==> src/rtl/rss_sampler.sv <==
// rss_sampler: power-up, settle and averaging sequencer for the LT5534 RSS
// detector and its serial ADC.
//
// A start pulse enables the detector, waits SETTLE_CYCLES, then runs
// 2^AVG_LOG2 SPI conversion frames separated by QUIET_CYCLES of CS-high time.
// The truncated mean of the frame results is presented on rss with a
// one-cycle rss_valid strobe.
//
// Ports:
//   clk        system clock
//   reset      synchronous active-high reset
//   start      one-cycle request pulse, ignored while busy
//   abort      cancel any sequence in progress (rss is kept)
//   lt5534_en  detector enable, high exactly while busy
//   adc_cs     ADC chip select, active-low
//   dc_clk     ADC serial clock, idles high
//   adc_so     ADC serial data, sampled on dc_clk rising, MSB first
//   busy       sequence in progress
//   rss        averaged RSS code, holds the last completed result
//   rss_valid  one-cycle strobe accompanying a new rss
//
// state    | meaning
// ---------+------------------------------------------------------------
// S_IDLE   | detector off, waiting for start
// S_SETTLE | detector on, waiting for its output to settle
// S_FRAME  | CS low, clocking one conversion frame
// S_QUIET  | CS high between frames
// S_DONE   | result published, one cycle before returning to idle
module rss_sampler #(
  parameter int HALF_PERIOD   = 25,
  parameter int FRAME_BITS    = 16,
  parameter int DATA_BITS     = 12,
  parameter int AVG_LOG2      = 2,
  parameter int SETTLE_CYCLES = 50,
  parameter int QUIET_CYCLES  = 50
) (
  input  logic                 clk,
  input  logic                 reset,
  input  logic                 start,
  input  logic                 abort,
  output logic                 lt5534_en,
  output logic                 adc_cs,
  output logic                 dc_clk,
  input  logic                 adc_so,
  output logic                 busy,
  output logic [DATA_BITS-1:0] rss,
  output logic                 rss_valid
);

  localparam int NUM_FRAMES = 1 << AVG_LOG2;
  localparam int ACC_W      = DATA_BITS + AVG_LOG2;
  // A frame is 2*FRAME_BITS+1 half periods: one leading half period with
  // dc_clk high, FRAME_BITS full clocks, and the final CS-rise half period.
  localparam int LAST_PHASE = 2 * FRAME_BITS;
  localparam int T_MAX0     = (SETTLE_CYCLES > QUIET_CYCLES) ? SETTLE_CYCLES : QUIET_CYCLES;
  localparam int T_MAX      = (T_MAX0 > HALF_PERIOD) ? T_MAX0 : HALF_PERIOD;
  localparam int TW         = $clog2(T_MAX + 1);
  localparam int PW         = $clog2(LAST_PHASE + 1);
  localparam int FW         = AVG_LOG2 + 1;

  typedef enum logic [2:0] {
    S_IDLE   = 3'd0,
    S_SETTLE = 3'd1,
    S_FRAME  = 3'd2,
    S_QUIET  = 3'd3,
    S_DONE   = 3'd4
  } state_t;

  state_t               state, state_nxt;
  logic [TW-1:0]        timer;
  logic [PW-1:0]        phase;
  logic [FW-1:0]        frame_cnt;
  // Only the last DATA_BITS bits shifted in form the result; earlier bits
  // simply fall off the top.
  logic [DATA_BITS-1:0] shift;
  logic [ACC_W-1:0]     acc;
  logic [ACC_W-1:0]     acc_sum;

  logic tc, half_evt, cs_rise, sclk_rise, sclk_fall, last_frame;
  logic cs_nxt, dc_nxt, busy_nxt;

  assign tc         = (timer == '0);
  assign half_evt   = (state == S_FRAME) && tc;
  assign cs_rise    = half_evt && (phase == PW'(LAST_PHASE));
  // phase counts completed half periods; an odd count means the half period
  // ending now is an even one, i.e. a dc_clk rising edge.
  assign sclk_rise  = half_evt && phase[0];
  assign sclk_fall  = half_evt && !phase[0] && !cs_rise;
  assign last_frame = (frame_cnt == FW'(NUM_FRAMES - 1));
  assign acc_sum    = acc + ACC_W'(shift);

  always_comb begin
    state_nxt = state;
    case (state)
      S_IDLE:   if (start) state_nxt = S_SETTLE;
      S_SETTLE: if (tc) state_nxt = S_FRAME;
      S_FRAME:  if (cs_rise) state_nxt = last_frame ? S_DONE : S_QUIET;
      S_QUIET:  if (tc) state_nxt = S_FRAME;
      S_DONE:   state_nxt = S_IDLE;
      default:  state_nxt = S_IDLE;
    endcase
    if (abort) state_nxt = S_IDLE;
  end

  // Next values of the registered pins; dc_clk is forced high whenever CS
  // will be high so it can never toggle outside a frame.
  always_comb begin
    cs_nxt   = 1'b1;
    dc_nxt   = 1'b1;
    busy_nxt = (state_nxt != S_IDLE);
    if (state_nxt == S_FRAME) begin
      cs_nxt = 1'b0;
      dc_nxt = dc_clk;
      if (sclk_fall)      dc_nxt = 1'b0;
      else if (sclk_rise) dc_nxt = 1'b1;
    end
  end

  always_ff @(posedge clk) begin
    if (reset) begin
      state     <= S_IDLE;
      timer     <= '0;
      phase     <= '0;
      frame_cnt <= '0;
      shift     <= '0;
      acc       <= '0;
      adc_cs    <= 1'b1;
      dc_clk    <= 1'b1;
      lt5534_en <= 1'b0;
      busy      <= 1'b0;
      rss       <= '0;
      rss_valid <= 1'b0;
    end else begin
      state     <= state_nxt;
      adc_cs    <= cs_nxt;
      dc_clk    <= dc_nxt;
      busy      <= busy_nxt;
      lt5534_en <= busy_nxt;
      rss_valid <= 1'b0;
      if (!abort) begin
        case (state)
          S_IDLE: begin
            if (start) begin
              timer     <= TW'(SETTLE_CYCLES - 1);
              acc       <= '0;
              frame_cnt <= '0;
            end
          end
          S_SETTLE, S_QUIET: begin
            if (tc) begin
              timer <= TW'(HALF_PERIOD - 1);
              phase <= '0;
            end else begin
              timer <= timer - TW'(1);
            end
          end
          S_FRAME: begin
            if (tc) begin
              timer <= TW'(HALF_PERIOD - 1);
              phase <= phase + PW'(1);
              if (sclk_rise) shift <= {shift[DATA_BITS-2:0], adc_so};
              if (cs_rise) begin
                if (last_frame) begin
                  rss       <= DATA_BITS'(acc_sum >> AVG_LOG2);
                  rss_valid <= 1'b1;
                end else begin
                  acc       <= acc_sum;
                  frame_cnt <= frame_cnt + FW'(1);
                  timer     <= TW'(QUIET_CYCLES - 1);
                end
              end
            end else begin
              timer <= timer - TW'(1);
            end
          end
          default: ;
        endcase
      end
    end
  end

endmodule

==> config.mk <==
export PLATFORM = sky130hd
export DESIGN_NAME = rss_sampler
export DESIGN_NICKNAME = d
export VERILOG_FILES = /design/src/rtl/rss_sampler.sv
export SDC_FILE = /design/constraint.sdc
export NUM_CORES = 1
export LEC_CHECK = 0
export BUFFER_PORTS_ARGS = -buffer_cell sky130_fd_sc_hd__buf_4
export CORE_MARGIN = 2
export CORE_UTILIZATION = 40
export DETAILED_ROUTE_END_ITERATION = 8
export GPL_TIMING_DRIVEN = 1
export PLACE_DENSITY = 0.62
export SLEW_MARGIN = 15
export SYNTH_ARGS = -nofsm -noshare
export SYNTH_HDL_FRONTEND = slang
export SYNTH_SLANG_ARGS = --single-unit
==> constraint.sdc <==
create_clock -name clk -period 4 [get_ports clk]
set_input_delay 0.6 -clock clk [delete_from_list [all_inputs] [get_ports clk]]
set_output_delay 0.6 -clock clk [all_outputs]
set_load 0.05 [all_outputs]
==> impl_results.html <==
<table>
<tr><th>Metric</th><th>Value</th></tr>
<tr><th colspan="2">Run status</th></tr>
<tr><td>Run status</td><td>complete, no violations</td></tr>
<tr><th colspan="2">Final layout</th></tr>
<tr><td>Ratio of cells with drive above 1 in the final layout</td><td>13.0%</td></tr>
<tr><td>Total non-filler cell area in the finished layout</td><td>3540 µm²</td></tr>
<tr><td>Post-layout nets</td><td>411</td></tr>
<tr><td>Layout filler cell count</td><td>758</td></tr>
<tr><td>Area Overhead vs Synth</td><td>12.5%</td></tr>
<tr><td>Post-layout instance count excluding filler cells</td><td>495</td></tr>
<tr><td>Fin util</td><td>46.0%</td></tr>
<tr><td>Number of antenna diodes</td><td>0</td></tr>
<tr><th colspan="2">Synthesis</th></tr>
<tr><td>Number of distinct standard cells referenced by the synthesized netlist</td><td>59</td></tr>
<tr><td>Post-synthesis share of cell area spent on xor and xnor gates</td><td>3.90%</td></tr>
<tr><td>Fraction of registers with async set/reset</td><td>0%</td></tr>
<tr><td>Proportion of synthesized area in mux cells</td><td>4.46%</td></tr>
<tr><td>Most frequent cells after synthesis</td><td>60 x dfxtp_1, 43 x nor2_1, 35 x nand2_1</td></tr>
<tr><td>Cells after synthesis</td><td>373</td></tr>
<tr><td>Area of the mapped netlist</td><td>3140 µm²</td></tr>
<tr><td>Most frequent cell after synthesis</td><td>dfxtp_1</td></tr>
<tr><td>Most frequently used flop master after synthesis</td><td>dfxtp_1</td></tr>
<tr><td>Largest area contributor in the netlist</td><td>dfxtp_1</td></tr>
<tr><td>Sequential element share of the synthesized area</td><td>38.2%</td></tr>
<tr><td>Yosys reg bits</td><td>60</td></tr>
<tr><td>Largest family of logic cells by synthesized area</td><td>simple AND/OR/NAND/NOR gates</td></tr>
<tr><td>Synthesized-area fraction occupied by adder cells</td><td>7.41%</td></tr>
<tr><td>Net count of the mapped netlist</td><td>396</td></tr>
<tr><td>Yosys synthesis warning count</td><td>0</td></tr>
<tr><td>Fraction of the mapped netlist area in simple logic gates</td><td>23.9%</td></tr>
<tr><td>Number of enable flip-flop cells after synthesis</td><td>0</td></tr>
<tr><td>Area fraction of the dominant cell type after synthesis</td><td>38.2%</td></tr>
<tr><td>Synth area leaders</td><td>dfxtp_1 38%, ha_1 6.8%, nor2_1 5.1%, a21oi_1 4.8%, mux2i_1 4.5%</td></tr>
<tr><td>Average cell area after synthesis</td><td>8.42 µm²</td></tr>
<tr><td>Share of the synthesized area in compound gates (AO/OA/AOI/OAI)</td><td>17.2%</td></tr>
<tr><th colspan="2">Global routing</th></tr>
<tr><td>Number of global-route vias before repair</td><td>2,479</td></tr>
<tr><td>Total congestion overflow after global routing</td><td>0</td></tr>
<tr><td>First-pass GRT wire length</td><td>12.0 mm</td></tr>
<tr><td>Pin count of the biggest net entering global routing</td><td>48</td></tr>
<tr><td>Global-route total usage across every layer</td><td>17.7%</td></tr>
<tr><td>Antenna violations before repair</td><td>0</td></tr>
<tr><th colspan="2">Worst setup path</th></tr>
<tr><td>Setup CP Type</td><td>reg -&gt; reg</td></tr>
<tr><td>Maximum fanout along the worst path</td><td>11</td></tr>
<tr><td>Startpoint type of the worst setup path</td><td>register</td></tr>
<tr><td>R2r startpoint</td><td>timer[0]</td></tr>
<tr><td>Startpoint of the worst setup timing path</td><td>timer[0]</td></tr>
<tr><td>Worst Path Buf+Inv</td><td>1</td></tr>
<tr><td>Critical Path End Type</td><td>register</td></tr>
<tr><td>List of cells traversed by the critical path</td><td>inv_1 &gt; ha_1 &gt; nor3b_2 &gt; and2_1 &gt; nand4_1 &gt; or4_1 &gt; nand3_1</td></tr>
<tr><td>Critical path required time</td><td>4.28 ns</td></tr>
<tr><td>Biggest cell delay along the critical path</td><td>0.65 ns</td></tr>
<tr><td>Critical Path Slowest Stage Cell</td><td>or4_1</td></tr>
<tr><td>Family with the most delay on the worst path</td><td>simple AND/OR/NAND/NOR gates</td></tr>
<tr><td>Worst EP arrival</td><td>2.79 ns</td></tr>
<tr><th colspan="2">Die</th></tr>
<tr><td>Initial cell density of the core</td><td>40.9%</td></tr>
<tr><td>Floorplan die width</td><td>92.6 µm</td></tr>
<tr><td>IO Pins</td><td>22</td></tr>
<tr><td>Die Footprint</td><td>8580 µm²</td></tr>
<tr><td>Core footprint</td><td>7690 µm²</td></tr>
<tr><td>FP Rows</td><td>32</td></tr>
<tr><td>Die Span Y</td><td>92.6 µm</td></tr>
<tr><th colspan="2">CTS</th></tr>
<tr><td>Post-CTS Repair Setup Buffers</td><td>0</td></tr>
<tr><td>Num Clock Sinks</td><td>60</td></tr>
<tr><td>Total clock buffers created by CTS</td><td>9</td></tr>
<tr><td>Cts-stage hold buffer count</td><td>0</td></tr>
<tr><td>Post-CTS resize count</td><td>0</td></tr>
<tr><td>Clk Tree Root Cell</td><td>clkbuf_8</td></tr>
<tr><td>Clock slew at reported path FFs</td><td>0.07 ns</td></tr>
<tr><td>Clock Path Buffers</td><td>2</td></tr>
<tr><td>TritonCTS clock tree</td><td>yes</td></tr>
<tr><td>Clk Latency, worst-skew pair</td><td>0.34 ns</td></tr>
<tr><td>Htree depth</td><td>3</td></tr>
<tr><th colspan="2">Drt</th></tr>
<tr><td>Wire length reported by the detailed router</td><td>7.02 mm</td></tr>
<tr><td>Number of remaining DRC errors</td><td>0</td></tr>
<tr><td>Vias after detailed routing</td><td>2,664</td></tr>
<tr><td>Number of nets still failing antenna checks after routing</td><td>0</td></tr>
<tr><td>Routed wire length per instance</td><td>14.2 µm</td></tr>
<tr><td>DRT iter0 DRCs</td><td>118</td></tr>
<tr><td>Vias per cell</td><td>5.38</td></tr>
<tr><td>Length of the first detailed-routing pass in iterations</td><td>4</td></tr>
<tr><th colspan="2">Timing</th></tr>
<tr><td>Fmax</td><td>400 MHz</td></tr>
<tr><td>Hold WS</td><td>0.455 ns</td></tr>
<tr><td>Setup repair after global routing missed its margin</td><td>false</td></tr>
<tr><td>Max_slew headroom</td><td>45.4%</td></tr>
<tr><td>Period utilization</td><td>62.5%</td></tr>
<tr><td>Setup Total Neg Slack</td><td>0 ns</td></tr>
<tr><td>Actual transition at the worst max-transition pin</td><td>0.817 ns</td></tr>
<tr><td>Minimum period implied by the final worst setup slack</td><td>2.50 ns</td></tr>
<tr><td>Total count of max-transition violations in the final report</td><td>0</td></tr>
<tr><td>Worst-case clock skew</td><td>0.00744 ns</td></tr>
<tr><td>Count of final hold-check violations</td><td>0</td></tr>
<tr><td>Final-report setup violation count</td><td>0</td></tr>
<tr><th colspan="2">Placed design</th></tr>
<tr><td>Instance area after placement</td><td>3330 µm²</td></tr>
<tr><td>Number of port buffers</td><td>21</td></tr>
<tr><td>Half-perimeter wire length of the detailed placement result</td><td>4.95 mm</td></tr>
<tr><td>Placed Cells incl. Taps</td><td>479</td></tr>
<tr><td>Global placement routability congestion</td><td>0.820</td></tr>
<tr><th colspan="2">Power and ir drop</th></tr>
<tr><td>Max rail drop VDD</td><td>0.000143 V</td></tr>
<tr><td>Pwr/cell area</td><td>352 nW/µm²</td></tr>
<tr><td>Static leakage</td><td>1.36 nW</td></tr>
<tr><th colspan="2">Min path</th></tr>
<tr><td>Type of the most critical hold path</td><td>reg -&gt; reg</td></tr>
<tr><td>Startpoint of the lowest-slack hold path</td><td>rss[4]</td></tr>
<tr><th colspan="2">Flow run</th></tr>
<tr><td>Number of max-cap violations</td><td>0</td></tr>
</table>
-- path summary, 6_finish.rpt --
path                            endpoint  slack, ns  cells past startpoint
worst max-delay path              rss[8]       1.50                      7
worst max register to register    rss[8]       1.50                      7
worst min-delay path              rss[4]       0.45                      2
worst min register to register    rss[4]       0.45                      2
-- layer usage --
metal / track usage, % / share of wire [%]
met5: 0 / 0
met4: 7.11 / 1.4
met3: 4.48 / 4.3
met2: 26.6 / 44
met1: 24.3 / 51
-- kinds of logic (layout without fill, tap and decap cells) --
kind of cell | count (synthesis) | in the layout
flops | 60 | 60
compound gates | 84 | 84
buf+inv | 34 | 54
xor+xnor | 14 | 14
mux | 14 | 14
simple gates | 149 | 149
fa+ha+maj | 18 | 18
-- cells in the final DEF (no fill, tap or decap), types with 5 or more instances in the layout --
cell type / n
mux2i_1: 14
nand2_1: 35
buf_4: 21
dfxtp_1: 60
nor2_1: 43
o31ai_1: 5
clkbuf_8: 11
o21ai_0: 14
nand3_1: 16
xnor2_1: 9
ha_1: 17
nand4_1: 7
xor2_1: 5
inv_1: 17
a21oi_1: 30
nor3_1: 15
-- worst register-to-register path: stages (launching register included) --
cell,delay [ns]
dfxtp_1,0.33
inv_1,0.10
ha_1,0.18
nor3b_2,0.25
and2_1,0.35
nand4_1,0.51
or4_1,0.65
nand3_1,0.08
-- through the flow --
| step | worst slack (ns) | total power, W |
|---|---|---|
| after floorplan | 1.90 | 0.000680 |
| after global placement | 1.59 | 0.000695 |
| after detailed placement | 1.50 | 0.000696 |
| after CTS | 1.48 | 0.00126 |
| after global routing | 1.22 | 0.00129 |
| final | 1.50 | 0.00124 |
-- power by group --
group          leakage, nW  internal (W)  switching [W]   total, W
Sequential           0.484      0.000602     0.00000643   0.000609
Combinational        0.762     0.0000216      0.0000522  0.0000738
Clock                0.109      0.000317       0.000243   0.000561
Total                 1.36      0.000941       0.000302    0.00124
-- state kept, by name, indices dropped and copies added (netlist names) --
name       flops
shift         12
state          3
busy           1
acc           14
dc_clk         1
adc_cs         1
timer          6
frame_cnt      3
phase          6
rss_valid      1
rss           12
-- cell type report --
class                   count  area, µm²  share of cell area, %
repair buffers             21        158                   4.46
inverters                  17       63.8                   1.80
multi-input cells         279       1780                   50.5
well taps                 102        128                   3.61
clock buffers              11        151                   4.28
flip-flops and latches     60       1200                   34.0
clock inverters             5       50.0                   1.42
No activity file was read; power rests on OpenSTA's default activity.
